===== config.mk =====
export PLATFORM = sky130hd
export DESIGN_NAME = axi_rd_arbiter
export DESIGN_NICKNAME = d
export VERILOG_FILES = /design/src/rtl/axi_rd_arbiter_pkg.sv /design/src/rtl/axi_rd_arbiter_rr_pick.sv /design/src/rtl/axi_rd_arbiter.sv
export SDC_FILE = /design/constraint.sdc
export NUM_CORES = 1
export LEC_CHECK = 0
export CAP_MARGIN = 20
export CORE_UTILIZATION = 50
export CTS_CLUSTER_DIAMETER = 40
export CTS_CLUSTER_SIZE = 28
export DETAILED_ROUTE_END_ITERATION = 8
export DONT_BUFFER_PORTS = 1
export GPL_ROUTABILITY_DRIVEN = 0
export PLACE_DENSITY = 0.77
export RECOVER_POWER = 100
export SLEW_MARGIN = 20
export SYNTH_ARGS = -nofsm -noshare
export SYNTH_HDL_FRONTEND = slang
export SYNTH_SLANG_ARGS = --single-unit
export TNS_END_PERCENT = 30

===== constraint.sdc =====
create_clock -name AXI_clk -period 2 [get_ports AXI_clk]
set_clock_uncertainty 0.15 [all_clocks]
set_input_delay 0.4 -clock AXI_clk [delete_from_list [all_inputs] [get_ports AXI_clk]]
set_output_delay 0.4 -clock AXI_clk [all_outputs]
set_load 0.1 [all_outputs]

===== src/rtl/axi_rd_arbiter_pkg.sv =====
// axi_rd_arbiter_pkg: shared state encoding and line geometry for the AXI read arbiter
package axi_rd_arbiter_pkg;
  typedef enum logic [1:0] {S_IDLE = 2'd0, S_ADDR = 2'd1, S_DATA = 2'd2} state_t;
  localparam int LINE_BYTES = 64;
  localparam int BEATS_DEF = 16;
endpackage


===== src/rtl/axi_rd_arbiter_rr_pick.sv =====
// rr_pick: combinational round-robin priority encoder, searching from ptr+1 modulo N
module rr_pick #(
  parameter int N = 2,
  parameter int IDW = 3
) (
  input  logic [N-1:0]   req,
  input  logic [IDW-1:0] ptr,
  output logic [IDW-1:0] gnt_idx,
  output logic           any
);
  logic [IDW:0] sh;
  logic [N-1:0] rot;
  assign sh = {1'b0, ptr} + 1'b1;
  assign rot = N'({req, req} >> sh);
  assign any = |req;
  always_comb begin
    gnt_idx = '0;
    for (int j = N - 1; j >= 0; j--)
      if (rot[j]) gnt_idx = IDW'((j + int'(sh)) % N);
  end
endmodule


===== src/rtl/axi_rd_arbiter.sv =====
// axi_rd_arbiter: round-robin sharing of one AXI read channel among N line-fill requesters
module axi_rd_arbiter
  import axi_rd_arbiter_pkg::*;
#(
  parameter int N = 2,
  parameter int BEATS = BEATS_DEF,
  parameter int IDW = 3
) (
  input  logic             AXI_clk,
  input  logic             AXI_rst_n,
  input  logic [N-1:0]     req_valid,
  input  logic [32*N-1:0]  req_addr,
  output logic [N-1:0]     req_ready,
  output logic [31:0]      AXI_araddr,
  output logic [3:0]       AXI_arlen,
  output logic             AXI_arvalid,
  input  logic             AXI_arready,
  input  logic             AXI_rvalid,
  input  logic             AXI_rlast,
  output logic             AXI_rready,
  output logic [N-1:0]     wr_en,
  output logic [4:0]       wr_addr,
  output logic [IDW-1:0]   grant_id,
  output logic             busy,
  output logic             err
);
  localparam logic [3:0] LAST = 4'(BEATS - 1);
  state_t state;
  logic [IDW-1:0] rr, gnt;
  logic any, acc;
  logic [3:0] beat;
  logic [31:0] sel_addr;
  rr_pick #(.N(N), .IDW(IDW)) u_pick (.req(req_valid), .ptr(rr), .gnt_idx(gnt), .any(any));
  always_comb begin
    sel_addr = '0;
    for (int i = 0; i < N; i++)
      if (gnt == IDW'(i)) sel_addr = req_addr[32*i +: 32];
  end
  assign acc = AXI_rvalid & AXI_rready;
  assign wr_en = acc ? N'(1) << grant_id : '0;
  assign wr_addr = {AXI_araddr[6], beat};
  assign AXI_arlen = LAST;
  assign busy = state != S_IDLE;
  always_ff @(posedge AXI_clk or negedge AXI_rst_n) begin
    if (!AXI_rst_n) begin
      state <= S_IDLE;
      AXI_arvalid <= 1'b0;
      AXI_rready <= 1'b0;
      AXI_araddr <= '0;
      req_ready <= '0;
      grant_id <= '0;
      rr <= IDW'(N - 1);
      beat <= '0;
      err <= 1'b0;
    end else begin
      req_ready <= '0;
      case (state)
        S_IDLE: if (any) begin
          grant_id <= gnt;
          AXI_araddr <= sel_addr & ~32'(LINE_BYTES - 1);
          req_ready <= N'(1) << gnt;
          AXI_arvalid <= 1'b1;
          state <= S_ADDR;
        end
        S_ADDR: if (AXI_arready) begin
          AXI_arvalid <= 1'b0;
          AXI_rready <= 1'b1;
          beat <= '0;
          state <= S_DATA;
        end
        S_DATA: if (acc) begin
          beat <= beat == LAST ? '0 : beat + 4'd1;
          if (AXI_rlast) begin
            AXI_rready <= 1'b0;
            rr <= grant_id;
            state <= S_IDLE;
            err <= err | (beat != LAST);
          end else if (beat == LAST) err <= 1'b1;
        end
        default: state <= S_IDLE;
      endcase
    end
  end
endmodule


==> impl_summary.txt, run 1 <==
----------------------------------------------------
[Floorplan]
  Num rows ... 22
  Horizontal die dimension ... 65.79 µm
  Y dimension of the die ... 65.79 µm
  IO Count ... between 100 and 150
  Initial Util ... between 50% and 60%
  Area of the core ... 3771 µm²
  Die Area ... 4328 µm²

[Placed design]
  DP Wirelength ... 3.033 mm
  Number of placed cells counting well taps ... roughly 210
  Port Buf Inserts ... 0
  Dpl ws ... roughly 0.18 ns

[GRT]
  Global-route wire length before repair ... between 6 and 7 mm
  Maximum number of pins on one net before global-route repair ... 40
  Initial antenna violation count ... 0
  Vias in the first global route ... 1386
  Global-route usage over all layers ... 20.36%
  Overflow after GRT ... 0

[Critical path]
  Crit path arrival time ... 1.91 ns
  Type of destination of the critical path ... register
  Type of the setup path with the least slack ... register to register
  R2r worst-path depth ... 4
  Nature of the critical path startpoint ... register
  Crit path max fanout ... 18
  WP data required ... 2.02 ns

[CTS]
  Clock slew seen by the registers of the worst setup and hold paths ... approximately 0.070 ns
  Sinks on Clock Net ... 39
  Bufs on Longest Clock Path ... 2
  Post_cts resized ... 0
  Clock insertion delay at the later pin of the skew report ... 0.28 ns
  TritonCTS clock tree ... yes
  CTS Buf Count ... 5
  # H-tree levels ... 2
  Root buffer cell ... clkbuf_8

[Timing]
  Setup Total Neg Slack ... 0 ns
  Setup repair after global routing missed its margin ... no
  Final worst-path setup slack ... about 0.11 ns
  Final hold violations ... 0
  Highest Clock Rate ... 529.2 MHz
  Worst slew slack as a fraction of its limit ... a little under two fifths
  Transition time of the tightest slew-check pin ... between 0.9 and 1 ns
  Share of the clock period used by the worst path after layout ... 94.47%
  Final worst path period need ... 1.889 ns
  Pins Over Slew Limit ... 0
  Setup-violating endpoint count in the final report ... 0

[Yosys]
  Fraction of the mapped netlist area in simple logic gates ... 9.902%
  Multiplexer area fraction after synthesis ... about a fifth
  Syn Area/Cell ... roughly 13 µm²
  Flip-flop cell with the highest count after synthesis ... dfrtp_1
  Post-synthesis instance area ... about 2000 µm²
  Sequential cell area fraction in the yosys report ... 48.03%
  Arithmetic-cell share of the synthesized area counting full adders, half adders and majority gates ... 0.6150%
  Mapped Cells ... 162
  Post-synth EDFFs ... 0
  Synthesized-area fraction occupied by ao, oa, aoi and oai cells ... about 11%
  Xor and xnor fraction of the mapped netlist area ... 0.4305%
  Flop and latch count out of synthesis ... 39
  Share of async-settable or async-resettable flops after synthesis ... 100.0%
  Dominant combinational cell family by area after synthesis ... multiplexers
  Library cells used by synthesis ... 39
  Count of synthesis-stage warnings from yosys ... 0

[Cells and area]
  Combined flip-flop and latch cell area ... roughly 1000 µm²
  Diode insertion count for antenna repair ... 0
  Non-Filler Instances ... 225
  Share of layout cells above drive strength 1 ... 32.77%
  Filler Cells Inserted ... 340
  Post-layout nets ... between 200 and 250
  Area used by multi-input combinational logic ... 893.4 µm²
  Layout-stage area growth over the synthesis result ... 7.380%

[Routing]
  Starting DRC count in detailed routing ... 69
  Post-route antenna net violation count ... 0
  Via density ... between 5 and 6
  Residual DRC count ... 0
  Mean routed wirelength per cell ... 18.68 µm
  Via count ... around 1300
  DRT Pass-1 Iters ... 4
  Final wirelength ... 4.202 mm

[Run]
  Maximum capacitance violations ... 0

[Hold path]
  Worst hold-check path type ... input port to register
  Cell depth of the worst min-delay path ... 1

[Status]
  Status ... finished clean

----------------------------------------------------
-- cell families (layout without fill, tap and decap cells) --
group                      after synthesis  count (layout)
AOI/OAI and AO/OA                       27              27
xor gates and xnor gates                 1               1
muxes                                   35              35
adders and majority gates                1               1
buffers and inverters                   24              29
DFF                                     39              39
other                                    2              12
and+or+nand+nor                         33              33
-- synth_stat cells (2+ instances only) --
cell type	count	share of area, %
a21o_1	3	1.1
a21oi_1	3	0.74
a221o_1	9	4.4
a31oi_1	2	0.61
and3_1	10	3.1
buf_2	3	0.74
buf_4	14	5.2
clkbuf_1	3	0.55
conb_1	2	0.37
dfrtp_1	38	47
inv_1	2	0.37
mux2_2	25	14
mux2_4	10	7.4
nand2_1	5	0.92
nand2b_1	2	0.61
nand3_1	4	0.98
nand3b_1	2	0.74
nor2_1	4	0.74
-- per-layer routing --
layer	wire, µm	share of wire, %	up-vias	track usage, %
met1	1509	36	629	22.09
met3	409	9.7	5	6.552
met2	2240	53	77	36.61
li1	-	-	597	-
met4	42	1.0	0	7.337
met5	0	0	-	0
-- cell usage in the layout (no fill, tap or decap), types with 2 or more instances in the layout --
cell type,count
a21o_1,3
a21oi_1,3
a221o_1,9
a31oi_1,2
and3_1,9
buf_12,2
buf_4,3
clkbuf_2,10
clkbuf_4,3
clkbuf_8,7
conb_1,12
dfrtp_1,37
inv_1,2
mux2_1,8
mux2_2,25
mux2_4,2
nand2_1,5
nand2b_1,2
nand3_1,4
nand3b_1,2
nor2_1,3
nor2_4,2
o21ai_0,2
-- sequential cells by signal (all words and copies together) (netlist names) --
signal       cells
AXI_rready       1
AXI_araddr      26
rr               1
AXI_arvalid      1
state            2
grant_id         1
err              1
req_ready        2
beat             4
-- stage by stage --
step           area (µm²)  hold WS, ns  util [%]
6_report             2185      0.06124     57.93
5_1_grt              2185      0.06277     57.93
4_1_cts              2293      0.05664     60.82
3_5_place_dp         2163     -0.04475     57.37
3_3_place_gp         2163     -0.04455     57.37
2_1_floorplan        2082     -0.04559         -
-- worst max-delay path, stage by stage (launching register included) --
cell	delay (ns)
dfstp_1	0.38
a21boi_2	0.40
buf_12	0.22
mux2_1	0.35
mux2_2	0.27
-- layout make-up --
cell class / count / area share, %
inverters: 2 / 0.3436
clock buffers: 8 / 4.582
repair buffers: 19 / 6.644
multi-input cells: 109 / 40.89
flip-flops and latches: 39 / 44.79
well taps: 48 / 2.749
-- worst paths after layout --
kind,from,to,slack (ns)
min in group asynchronous,AXI_rst_n,AXI_araddr[25],0.66
min,AXI_arready,state[0],0.06
min reg2reg,grant_id[0],grant_id[0],0.46
max reg2reg,rr[0],AXI_araddr[21],0.11
max,rr[0],AXI_araddr[21],0.11
max in group asynchronous,AXI_rst_n,AXI_araddr[6],0.40
-- what timing repair did --
action | CTS | global route
hold buffers | 2 | 0
hold endpoints to repair | 39 | 0
setup buffers | 0 | 2
pin swaps | 1 | 1
endpoints found under the setup margin | 1 | 1
Power of run 1 is left out: the tool's default activity adds up to more than one toggle a clock period on the data nets, which glitch-free logic cannot reach.
==> run 2, diff against run 1 <==
--- a/config.mk
+++ b/config.mk
@@ -7,13 +7,13 @@
 export LEC_CHECK = 0
 export CAP_MARGIN = 20
 export CORE_UTILIZATION = 50
-export CTS_CLUSTER_DIAMETER = 40
 export CTS_CLUSTER_SIZE = 28
 export DETAILED_ROUTE_END_ITERATION = 8
 export DONT_BUFFER_PORTS = 1
 export GPL_ROUTABILITY_DRIVEN = 0
 export PLACE_DENSITY = 0.77
 export RECOVER_POWER = 100
+export SETUP_SLACK_MARGIN = 0.05
 export SLEW_MARGIN = 20
 export SYNTH_ARGS = -nofsm -noshare
 export SYNTH_HDL_FRONTEND = slang
==> impl_summary.txt, run 2 (synthesis gave the netlist of run 1 again) <==
----------------------------------------------------
[Timing]
  Share of the clock period used by the worst path after layout ... 93.39%
  Highest Clock Rate ... 535.4 MHz
  Pins Over Slew Limit ... 0
  Final hold violations ... 0
  Transition time of the tightest slew-check pin ... around 0.9 ns
  Setup-violating endpoint count in the final report ... 0
  Final worst path period need ... ~1.9 ns
  Worst slew slack as a fraction of its limit ... 38.15%
  Setup repair after global routing missed its margin ... no

[Cells and area]
  Non-Filler Instances ... 226
  Register name with the most flops ... AXI_araddr
  Share of layout cells above drive strength 1 ... approximately two fifths
  Post-layout nets ... 249
  Filler Cells Inserted ... roughly 310
  Final Instance Area ... between 2000 and 2500 µm²
  Flip-flop count of the largest register, all copies and words added ... 26
  Most common cell after layout, fill and taps aside ... dfrtp_1
  Diode insertion count for antenna repair ... 0
  Most frequent cells in the layout ... dfrtp_1, mux2_2, conb_1, clkbuf_2, mux2_4
  Layout-stage area growth over the synthesis result ... 9.901%
  Top Registers ... AXI_araddr: 26 flops, beat: 4 flops

[Critical path]
  WP data required ... 1.45 ns
  Top cell family by delay on the critical path ... buffers and inverters
  Type of destination of the critical path ... output pin
  List of cells traversed by the critical path ... nor2_4, clkbuf_2, inv_1, buf_6
  Cell with the largest stage delay on the worst path ... dfrtp_2
  Nature of the critical path startpoint ... register
  Crit-path max cell delay ... about 0.44 ns
  Buf/Inv on CP ... 3
  Crit path max fanout ... 11
  Crit path arrival time ... 1.32 ns
  Type of the setup path with the least slack ... register to output pin

[CTS]
  Bufs on Longest Clock Path ... 2
  Root buffer cell ... clkbuf_8
  CTS Buf Count ... 5
  Clock slew seen by the registers of the worst setup and hold paths ... 0.08 ns
  Clock insertion delay at the later pin of the skew report ... 0.28 ns
  TritonCTS clock tree ... yes
  # H-tree levels ... 2
  Sinks on Clock Net ... 39

[Routing]
  Post-route antenna net violation count ... 0
  Residual DRC count ... 0
  DRT Pass-1 Iters ... 4
  Starting DRC count in detailed routing ... 37
  Final wirelength ... 3.872 mm
  Mean routed wirelength per cell ... about 17 µm
  Via count ... 1320
  Via density ... 5.841

[Status]
  Status ... finished clean

[Floorplan]
  IO Count ... 123
  Num rows ... 22
  Initial Util ... 53.95%
  Area of the core ... around 3800 µm²
  Horizontal die dimension ... 65.79 µm
  Die Area ... 4328 µm²
  Y dimension of the die ... between 60 and 70 µm

[Placed design]
  Number of placed cells counting well taps ... roughly 220
  Post-placement cell area ... 2160 µm²
  DP Wirelength ... 2.798 mm
  Port Buf Inserts ... 0

[GRT]
  Vias in the first global route ... 1338
  Global-route wire length before repair ... 5.982 mm
  Overflow after GRT ... 0
  Maximum number of pins on one net before global-route repair ... 40
  Initial antenna violation count ... 0
  Global-route usage over all layers ... 18.87%

[Run]
  Maximum capacitance violations ... 0

[Hold path]
  Worst hold-check path type ... input port to register

----------------------------------------------------
## run 2: changes by cell type in the layout (fill, tap and decap cells not counted), sizes merged
| cell | before | now |
|---|---|---|
| bufinv | 0 | 1 |
| clkbuf | 21 | 19 |
| clkinv | 0 | 2 |
## run 2: layout make-up
type / instances / area, µm² / share of cell area, %
Clock inverter: 3 / 43.79 / 1.959
Sequential cell: 39 / 980.9 / 43.87
Tap cell: 48 / 60.06 / 2.686
Timing Repair Buffer: 20 / 147.6 / 6.603
Clock buffer: 5 / 68.82 / 3.078
Inverter: 2 / 7.507 / 0.3358
Multi-Input combinational cell: 109 / 927.1 / 41.47
## run 2: stage by stage
stage | hold WS [ns] | setup slack [ns] | setup TNS, ns | utilization (%)
after CTS | 0.06694 | 0.09928 | 0 | 61.18
after floorplan | -0.04559 | -0.03839 | -0.07300 | -
after detailed placement | -0.04478 | 0.1741 | 0 | 57.27
final | 0.07650 | 0.1323 | 0 | 59.29
after global routing | 0.07674 | 0.05704 | 0 | 59.29
after global placement | -0.04445 | 0.2378 | 0 | 57.27
## run 2: worst paths after layout
path,from,to,slack (ns),depth (start not counted)
worst max-delay path,state[1],busy,0.13,4
worst min register to register,beat[3],beat[3],0.47,1
max in group asynchronous,AXI_rst_n,grant_id[0],0.42,2
min in group asynchronous,AXI_rst_n,AXI_araddr[27],0.65,2
worst max register to register,state[1],AXI_araddr[9],0.19,5
worst min-delay path,AXI_arready,state[0],0.08,1
## run 2: routing by layer
| layer | track usage (%) | wire [µm] |
|---|---|---|
| met1 | 19.71 | 1399 |
| met2 | 34.44 | 2023 |
| met3 | 6.724 | 388 |
| met4 | 6.522 | 62 |
| met5 | 0 | 0 |
## run 2: repair_timing
action,in CTS,in global routing
hold endpoints to repair,39,0
buffers inserted,0,1
resized for setup,2,0
hold buffers,2,0
endpoints found under the setup margin,1,1
Power of run 2 is left out for the same reason.
